$ cat config.mk
export PLATFORM = sky130hd
export DESIGN_NAME = image_vector_streamer
export DESIGN_NICKNAME = d
export VERILOG_FILES = /design/src/rtl/vstream_pkg.sv /design/src/rtl/stream_tail_mask.sv /design/src/rtl/image_vector_streamer.sv
export SDC_FILE = /design/constraint.sdc
export NUM_CORES = 1
export LEC_CHECK = 0
export BUFFER_PORTS_ARGS = -buffer_cell sky130_fd_sc_hd__buf_2
export CAP_MARGIN = 20
export CELL_PAD_IN_SITES_DETAIL_PLACEMENT = 1
export CELL_PAD_IN_SITES_GLOBAL_PLACEMENT = 1
export CORE_MARGIN = 4
export CORE_UTILIZATION = 38
export CTS_CLUSTER_DIAMETER = 200
export DETAILED_ROUTE_END_ITERATION = 16
export PLACE_DENSITY = 0.86
export SLEW_MARGIN = 20
export SYNTH_ARGS = -nofsm -noshare
export SYNTH_HDL_FRONTEND = slang
export SYNTH_SLANG_ARGS = --single-unit
$ cat constraint.sdc
create_clock -name i_clk -period 11.24 [get_ports i_clk]
set_input_delay 2.81 -clock i_clk [delete_from_list [all_inputs] [get_ports i_clk]]
set_output_delay 2.81 -clock i_clk [all_outputs]
set_load 0.02 [all_outputs]
$ cat src/rtl/vstream_pkg.sv
// Shared definitions for the image vector streamer: lane count, FSM states
// and the lane-mask type used between the top and the tail-mask helper.
package vstream_pkg;

    localparam int LANES = 6;

    typedef enum logic [1:0] {
        ST_IDLE  = 2'd0,
        ST_FETCH = 2'd1,
        ST_DRAIN = 2'd2,
        ST_DONE  = 2'd3
    } vs_state_t;

    typedef logic [LANES-1:0] vs_mask_t;

endpackage

$ cat src/rtl/stream_tail_mask.sv
// Combinational tail handling: turns the remaining word count into a lane
// mask and zeroes every ROM lane that lies beyond the end of the region.
module stream_tail_mask
    import vstream_pkg::*;
#(
    parameter int S = 32,
    parameter int V = 192
) (
    input  logic [S-1:0]     i_rem,
    input  logic [V-1:0]     i_data,
    output logic [LANES-1:0] o_mask,
    output logic [V-1:0]     o_data
);

    vs_mask_t w_mask;

    // Lane k is valid while k is still below the remaining word count.
    always_comb begin
        w_mask = '0;
        for (int k = 0; k < LANES; k++) begin
            w_mask[k] = (i_rem > S'(k));
        end
    end

    // Pass valid lanes through and force the others to zero.
    always_comb begin
        o_data = '0;
        for (int k = 0; k < LANES; k++) begin
            if (w_mask[k]) begin
                o_data[k*S +: S] = i_data[k*S +: S];
            end
        end
    end

    assign o_mask = w_mask;

endmodule

$ cat src/rtl/image_vector_streamer.sv
// Walks a contiguous ROM region on a start command, issuing vector reads and
// packing each read into a valid/ready beat with a tail lane mask.
module image_vector_streamer
    import vstream_pkg::*;
#(
    parameter int S    = 32,
    parameter int V    = 192,
    parameter int SIZE = 30000
) (
    input  logic             i_clk,
    input  logic             i_rst,
    input  logic             i_start,
    input  logic [S-1:0]     i_base_addr,
    input  logic [S-1:0]     i_num_words,
    output logic             o_busy,
    output logic             o_done,
    output logic             o_err,
    output logic [S-1:0]     o_mem_address,
    output logic             o_mem_isVector,
    input  logic [V-1:0]     i_mem_rd,
    output logic             o_out_valid,
    input  logic             i_out_ready,
    output logic [V-1:0]     o_out_data,
    output logic [LANES-1:0] o_out_mask,
    output logic             o_out_last
);

    vs_state_t        r_state;
    vs_state_t        w_next;
    logic [S-1:0]     r_cur;
    logic [S-1:0]     r_rem;
    logic             r_out_valid;
    logic [V-1:0]     r_out_data;
    logic [LANES-1:0] r_out_mask;
    logic             r_out_last;
    logic             r_err;

    logic [S:0]       w_sum;
    logic             w_over;
    logic             w_cmd_zero;
    logic             w_accept;
    logic             w_reject;
    logic             w_capture;
    logic             w_fire;
    logic             w_last_cap;
    logic [S-1:0]     w_step;
    logic [LANES-1:0] w_tail_mask;
    logic [V-1:0]     w_tail_data;

    // The range check is done one bit wider so a wrapping sum cannot sneak past.
    assign w_sum      = {1'b0, i_base_addr} + {1'b0, i_num_words};
    assign w_over     = (w_sum > (S+1)'(SIZE));
    assign w_cmd_zero = (i_num_words == '0);
    assign w_accept   = (r_state == ST_IDLE) && i_start && !w_cmd_zero && !w_over;
    assign w_reject   = (r_state == ST_IDLE) && i_start && !w_cmd_zero && w_over;

    // A new beat may be loaded whenever the output register is empty or leaving.
    assign w_fire     = r_out_valid && i_out_ready;
    assign w_capture  = (r_state == ST_FETCH) && (!r_out_valid || i_out_ready);
    assign w_last_cap = (r_rem <= S'(LANES));
    assign w_step     = w_last_cap ? r_rem : S'(LANES);

    stream_tail_mask #(
        .S (S),
        .V (V)
    ) u_tail (
        .i_rem  (r_rem),
        .i_data (i_mem_rd),
        .o_mask (w_tail_mask),
        .o_data (w_tail_data)
    );

    // State register; reset abandons any in-flight command.
    always_ff @(posedge i_clk or posedge i_rst) begin
        if (i_rst) begin
            r_state <= ST_IDLE;
        end else begin
            r_state <= w_next;
        end
    end

    // Next-state decode plus the status and ROM-address outputs.
    always_comb begin
        w_next         = r_state;
        o_busy         = 1'b0;
        o_done         = 1'b0;
        o_mem_address  = '0;
        o_mem_isVector = 1'b0;
        case (r_state)
            ST_IDLE: begin
                if (i_start) begin
                    if (w_cmd_zero) begin
                        w_next = ST_DONE;
                    end else if (!w_over) begin
                        w_next = ST_FETCH;
                    end
                end
            end
            ST_FETCH: begin
                o_busy         = 1'b1;
                o_mem_address  = r_cur;
                o_mem_isVector = (r_rem > S'(1));
                if (w_capture && w_last_cap) begin
                    w_next = ST_DRAIN;
                end
            end
            ST_DRAIN: begin
                o_busy = 1'b1;
                if (w_fire && r_out_last) begin
                    w_next = ST_DONE;
                end
            end
            ST_DONE: begin
                o_done = 1'b1;
                w_next = ST_IDLE;
            end
            default: begin
                w_next = ST_IDLE;
            end
        endcase
    end

    // Address/remaining counters and the output beat register.
    always_ff @(posedge i_clk or posedge i_rst) begin
        if (i_rst) begin
            r_cur       <= '0;
            r_rem       <= '0;
            r_out_valid <= 1'b0;
            r_out_data  <= '0;
            r_out_mask  <= '0;
            r_out_last  <= 1'b0;
            r_err       <= 1'b0;
        end else begin
            r_err <= w_reject;
            if (w_accept) begin
                r_cur <= i_base_addr;
                r_rem <= i_num_words;
            end else if (w_capture) begin
                r_cur <= r_cur + S'(LANES);
                r_rem <= r_rem - w_step;
            end
            if (w_capture) begin
                r_out_valid <= 1'b1;
                r_out_data  <= w_tail_data;
                r_out_mask  <= w_tail_mask;
                r_out_last  <= w_last_cap;
            end else if (w_fire) begin
                r_out_valid <= 1'b0;
                r_out_last  <= 1'b0;
            end
        end
    end

    assign o_err       = r_err;
    assign o_out_valid = r_out_valid;
    assign o_out_data  = r_out_data;
    assign o_out_mask  = r_out_mask;
    assign o_out_last  = r_out_last;

endmodule

==> reports/qor.csv, run 1 <==
stage;metric;value;unit
setup_path;critical path data arrival time;3.94;ns
clock_network;hold buffer count at CTS;0;
synthesis;Ys Warns;0;
clock_network;post-CTS setup buffer count;0;
synthesis;Synth top cells by count;dfrtp_1 (267), a22o_1 (160), nand2_1 (125), o21ai_0 (64), mux2_4 (58);
synthesis;compound-gate portion of the synthesized area;0.1945;
synthesis;most frequent cell after synthesis;dfrtp_1;
power;worst vdd ir;0.1040;mV
floorplan;die width;198.2;µm
clock_network;Root Buffer;clkbuf_16;
flow_run;Max-Cap Viols;0;
synthesis;XOR/XNOR share of the synthesized area;0.04523;
detailed_routing;Total Wirelength;54600;µm
worst_hold_path;HP Class;reg2reg;
global_route;Overflow after GRT;0;
floorplan;Std-Cell Core Area;0.03566;mm²
timing;unrepaired setup endpoints after global routing;false;
timing;measured slew at the worst slew-check pin;1.036;ns
final_layout;P&R area growth vs syn;29.40;%
floorplan;Initial Utilization;0.3856;
global_route;Tot GR Track Use;0.2626;
synthesis;area share of the largest cell type after synthesis;0.4860;
synthesis;largest area contributor in the netlist;dfrtp_1;
setup_path;R2R setup slack;6.98;ns
final_layout;post-route cell area;0.01779;mm²
power;Power Total;0.004992;W
final_layout;post-layout net count;2022;
placement;dpl hpwl;40670;µm
floorplan;Die Ht;198.2;µm
clock_network;clock tree buffer depth;3;
clock_network;H-Tree Depth;1;
global_route;vias in the first global route;13230;
synthesis;post-synth net total;1553;
global_route;initial antenna violation count;12;
synthesis;simple-gate share of the synthesized area;0.1299;
clock_network;Clock transition at path regs;0.06;ns
timing;Slew headroom;0.3080;
clock_network;CTS tree;done;
synthesis;ys async rst share;1.000;
global_route;first-pass GRT wire length;80800;µm
timing;min cycle time layout;6.754;ns
synthesis;mux share of post-synthesis cell area;0.07390;
detailed_routing;drt first-iter violations;734;
detailed_routing;Vias;12470;
synthesis;syn_area_per_cell;10.97;µm²
detailed_routing;antenna viol nets, final;0;
setup_path;Critical Path Fanout Max;38;
detailed_routing;WL/cell;24.68;µm
worst_hold_path;WHS Endpoint;o_out_data[102]$_DFFE_PP0P_;
detailed_routing;DR pass1 iterations;5;
placement;IO buf count;495;
worst_hold_path;hold_sp;o_out_data[102]$_DFFE_PP0P_;
setup_path;Critical Path RT;8.43;ns
final_layout;share of post-route cells with drive strength above 1;0.3774;
power;leakage;9.135;nW
setup_path;r2r endpoint;r_rem[28]$_DFFE_PP0P_;
power;pwr dens;280.6;mW/mm²
floorplan;IO Pins;496;
placement;Placed Area;0.01661;mm²
synthesis;Post-Syn Instances;1253;
timing;TNS Setup;0;ns
synthesis;Synth Register Bits;267;
synthesis;main combinational cell family by area after synthesis;compound AO/OA/AOI/OAI gates;
synthesis;ys flop type;dfrtp_1;
timing;Final Cycle Share;0.6009;
placement;Final Wtd Congestion;0.9136;
synthesis;Distinct cells, synth;73;
setup_path;r2r startpoint;r_rem[13]$_DFFE_PP0P_;
final_layout;fill count;4069;
clock_network;CTS sink count;267;
detailed_routing;DRC violations left;0;
synthesis;post-synthesis adder-cell area fraction;0.03695;
timing;Final WS setup;4.486;ns
worst_hold_path;hold depth;2;
setup_path;Worst setup SP type;register;
floorplan;DIE AREA;0.03929;mm²
timing;Pins Over Slew Limit;0;
placement;worst slack at placement;4.085;ns
synthesis;ranking of synthesized cells by area;dfrtp_1 (49%), a22o_1 (10%), mux2_4 (6.3%);
setup_path;R2R cell count;15;
synthesis;Post-synth EDFFs;0;
setup_path;critical path type;reg2out;
timing;fmax;148.1;MHz
synthesis;sequential share of the synthesized area;0.4860;
timing;Worst Skew;0.02410;ns
floorplan;Rows;69;
clock_network;CTS resizes;0;
status;status;completed;
synthesis;Synth Cell Area;0.01375;mm²
timing;final setup fails;0;
timing;Final Hold Viols;0;
placement;placed insts;2151;
clock_network;total CTS buffers;30;
setup_path;CP Capture Type;output port;
clock_network;worst skew pair latency;0.57;ns
global_route;largest net degree at the start of global routing;121;
detailed_routing;Via-to-Cell Ratio;5.635;
final_layout;non-filler instance count after layout;2212;
[metal layers]
| metal | vias up | part of all wire | global-route usage |
|---|---|---|---|
| met5 | - | 0.0019 | 0 |
| met3 | 147 | 0.065 | 0.05598 |
| met1 | 6287 | 0.38 | 0.3101 |
| met4 | 16 | 0.060 | 0.1362 |
| li1 | 5549 | - | - |
| met2 | 466 | 0.49 | 0.4503 |
[placed cells by master, fill, tap and decap left out, drive strengths merged, types with 7 or more instances in the layout]
master | Yosys | routed
and3 | 15 | 15
clkbuf | 57 | 37
a31oi | 7 | 7
nand3 | 29 | 29
bufinv | 0 | 9
a22o | 160 | 160
clkinv | 0 | 7
nand4 | 18 | 18
mux2 | 62 | 62
buf | 16 | 510
o21ai | 65 | 65
ha | 39 | 39
nor3 | 24 | 24
xnor2 | 32 | 32
inv | 18 | 19
mux2i | 10 | 10
and2 | 37 | 37
dfrtp | 267 | 267
a21o | 19 | 19
nor2 | 56 | 56
nand2 | 126 | 126
xor2 | 39 | 39
nor4 | 23 | 23
a21oi | 39 | 39
a211oi | 10 | 10
[critical path, cell delays in order, from the launching register on]
cell      delay (ns)
dfrtp_1         0.44
or4_1           0.61
or3_1           0.40
nor2_1          0.33
nand3_1         0.17
nor2b_1         0.45
nor2b_2         0.23
buf_4           0.38
a21boi_0        0.16
buf_2           0.19
[kinds of logic (layout without fill, tap and decap cells)]
logic type,count (synthesis),in the layout
AND/OR/NAND/NOR,362,362
AO/OA/AOI/OAI,349,349
multiplexers,72,72
buffers and inverters,91,584
XOR/XNOR,71,71
other,1,6
flip-flops,267,267
adder cells (fa/ha/maj),40,40
[state kept, by name (all words and copies together), names as in the netlist]
register / flops
o_out_data: 192
r_cur: 32
o_out_mask: 6
r_state: 2
r_rem: 32
o_out_last: 1
o_err: 1
o_out_valid: 1
[worst max path at each step]
stage,start,endpoint,slack [ns],cells past startpoint
2_1_floorplan,i_rst,o_err$_DFF_PP0_,1.08,1
3_3_place_gp,i_base_addr[0],r_cur[5]$_DFFE_PP0P_,4.23,14
3_5_place_dp,i_num_words[0],r_rem[10]$_DFFE_PP0P_,4.09,15
4_1_cts,r_rem[13]$_DFFE_PP0P_,o_mem_isVector,4.46,9
5_1_grt,r_rem[3]$_DFFE_PP0P_,o_mem_isVector,4.16,9
6_report,r_rem[13]$_DFFE_PP0P_,o_mem_isVector,4.49,9
[final cells by class]
cell class / instances / area [µm²] / share of cell area
Sequential cell: 267 / 6681 / 0.3756
Multi-Input combinational cell: 895 / 6664 / 0.3746
Timing Repair Buffer: 510 / 2614 / 0.1469
Clock buffer: 37 / 838.3 / 0.04712
Tap cell: 461 / 576.8 / 0.03242
Clock inverter: 19 / 329.1 / 0.01850
Inverter: 18 / 75.07 / 0.004220
Antenna cell: 5 / 12.51 / 0.0007033
[per-stage QoR]
stage,utilization,hold WS (ns)
floorplan,-,0.4735
CTS,0.4985,0.4788
finish,0.4990,0.4789
detailed placement,0.4658,0.4643
global placement,0.4650,0.4565
global route,0.4987,0.5076
[power by group]
part / total (W) / internal, W / switching, W / leakage [nW]
sequential: 0.00160 / 0.00136 / 0.000241 / 3.35
combinational: 0.00223 / 0.000814 / 0.00142 / 5.21
clock: 0.00116 / 0.000735 / 0.000422 / 0.573
total: 0.00499 / 0.00291 / 0.00208 / 9.13
(Power assumes the default switching activity.)
==> run 2: changes to the inputs <==
==> constraint.sdc (replaced) <==
create_clock -name i_clk -period 6.3 [get_ports i_clk]
set_input_delay 1.575 -clock i_clk [delete_from_list [all_inputs] [get_ports i_clk]]
set_output_delay 1.575 -clock i_clk [all_outputs]
set_load 0.02 [all_outputs]
==> run 2 against run 1 <==
  * Die area did not move
  * Via count up 0.65%
  * Register-to-register slack worse by 4.8 ns
  * First-iteration DRC count is 11% lower
  * Total power increased by 73%
  * Sequential share of layout area is 0.27 points higher
  * Critical endpoint is now r_cur[8]$_DFFE_PP0P_
==> reports/qor.csv, run 2 (synthesized netlist as in run 1, its figures left out) <==
stage;metric;value;unit
final_layout;P&R area growth vs syn;28.48;%
setup_path;R2R setup slack;2.23;ns
placement;dpl hpwl;41180;µm
clock_network;total CTS buffers;30;
floorplan;Std-Cell Core Area;0.03566;mm²
floorplan;Initial Utilization;0.3856;
setup_path;Critical Path Fanout Max;64;
floorplan;Die Ht;198.2;µm
final_layout;share of post-route cells with drive strength above 1;0.3749;
detailed_routing;WL/cell;24.71;µm
clock_network;worst skew pair latency;0.58;ns
timing;fmax;194.5;MHz
placement;IO buf count;495;
timing;Worst Hold Slack;0.4741;ns
floorplan;Rows;69;
timing;final setup fails;0;
final_layout;Core Util, Final;0.4954;
timing;Final Hold Viols;0;
detailed_routing;DR pass1 iterations;5;
power;pwr dens;488.9;mW/mm²
final_layout;most common cell after layout, fill and taps aside;buf_2;
setup_path;r2r startpoint;r_rem[3]$_DFFE_PP0P_;
timing;Worst Skew;0.01034;ns
global_route;initial antenna violation count;17;
clock_network;CTS sink count;267;
setup_path;Critical Path RT;6.76;ns
clock_network;CTS resizes;0;
global_route;largest net degree at the start of global routing;140;
global_route;Overflow after GRT;0;
setup_path;r2r endpoint;r_rem[26]$_DFFE_PP0P_;
final_layout;highest-count cells in the layout ignoring fill and taps;buf_2 (495), dfrtp_1 (267), a22o_1 (160), nand2_1 (124), o21ai_0 (64);
timing;unrepaired setup endpoints after global routing;false;
global_route;Tot GR Track Use;0.2649;
worst_hold_path;HP Class;reg2reg;
clock_network;CTS tree;done;
clock_network;Root Buffer;clkbuf_16;
detailed_routing;DRC violations left;0;
timing;Slew headroom;0.3318;
power;worst vdd ir;0.2268;mV
detailed_routing;Via-to-Cell Ratio;5.659;
floorplan;IO Pins;496;
status;status;completed;
timing;Pins Over Slew Limit;0;
clock_network;hold buffer count at CTS;0;
flow_run;Max-Cap Viols;0;
clock_network;H-Tree Depth;1;
setup_path;CP Capture Type;register;
floorplan;die width;198.2;µm
setup_path;R2R cell count;16;
global_route;first-pass GRT wire length;81600;µm
timing;TNS Setup;0;ns
setup_path;critical path data arrival time;5.60;ns
power;leakage;9.054;nW
detailed_routing;Total Wirelength;54790;µm
floorplan;DIE AREA;0.03929;mm²
final_layout;max reg flops;192;
clock_network;post-CTS setup buffer count;0;
final_layout;fill count;4020;
timing;Final Cycle Share;0.8163;
timing;min cycle time layout;5.142;ns
clock_network;Clock transition at path regs;0.06;ns
detailed_routing;Vias;12550;
detailed_routing;drt first-iter violations;656;
global_route;vias in the first global route;13420;
setup_path;Worst setup SP type;input port;
setup_path;critical path type;in2reg;
timing;measured slew at the worst slew-check pin;1.000;ns
placement;Final Wtd Congestion;0.9056;
placement;worst slack at placement;0.6437;ns
detailed_routing;antenna viol nets, final;0;
setup_path;critical path launch point;i_base_addr[0];
clock_network;clock tree buffer depth;3;
timing;Final WS setup;1.158;ns
setup_path;crit path to;r_cur[8]$_DFFE_PP0P_;
final_layout;post-layout net count;2023;
run 2: stage by stage:
step                      cells  instance area (µm²)  power [W]
final                      2217                17660   0.008635
after global placement     2152                16620   0.006665
after global routing       2210                17650   0.009068
after CTS                  2208                17640   0.008709
after detailed placement   2152                16620   0.006815
after floorplan            1253                13750   0.005289
run 2: worst min path at each step:
stage,depth (start not counted),start,end
floorplan,1,r_cur[0]$_DFFE_PP0P_,r_cur[0]$_DFFE_PP0P_
global placement,1,o_out_mask[2]$_DFFE_PP0P_,o_out_mask[2]$_DFFE_PP0P_
detailed placement,1,o_out_mask[1]$_DFFE_PP0P_,o_out_mask[1]$_DFFE_PP0P_
CTS,1,o_out_mask[5]$_DFFE_PP0P_,o_out_mask[5]$_DFFE_PP0P_
global route,1,o_out_mask[4]$_DFFE_PP0P_,o_out_mask[4]$_DFFE_PP0P_
finish,1,o_out_mask[5]$_DFFE_PP0P_,o_out_mask[5]$_DFFE_PP0P_
run 2: layout make-up:
class                      count  area (µm²)  area share
clock inverter                16       198.9     0.01126
tap                          461       576.8     0.03266
sequential                   267        6681      0.3783
inverter                      18       71.32    0.004038
clock buffer                  40       818.3     0.04633
antenna                        9       22.52    0.001275
multi-input combinational    895        6671      0.3777
timing repair buffer         511        2623      0.1485
run 2: layer usage:
metal | global-route usage | vias up | part of all wire
li1 | - | 5559 | -
met1 | 0.3073 | 6338 | 0.38
met2 | 0.4640 | 477 | 0.50
met3 | 0.06177 | 152 | 0.065
met4 | 0.1232 | 20 | 0.058
met5 | 0 | - | 0.0029
run 2: critical path, stage by stage:
cell	delay, ns
buf_2	0.11
ha_1	0.25
fa_1	0.46
a211oi_4	0.39
o31ai_4	0.18
o211ai_4	0.23
a211oi_2	0.11
nor4_1	0.30
o221ai_2	0.15
nor4_2	0.32
nand4_1	0.22
or4_4	0.58
buf_12	0.24
mux2_4	0.38
run 2: power by group:
group | internal (W) | total, W | switching, W
Combinational | 0.00145 | 0.00396 | 0.00251
Sequential | 0.00243 | 0.00286 | 0.000430
Clock | 0.00104 | 0.00181 | 0.000767
Total | 0.00493 | 0.00863 | 0.00371
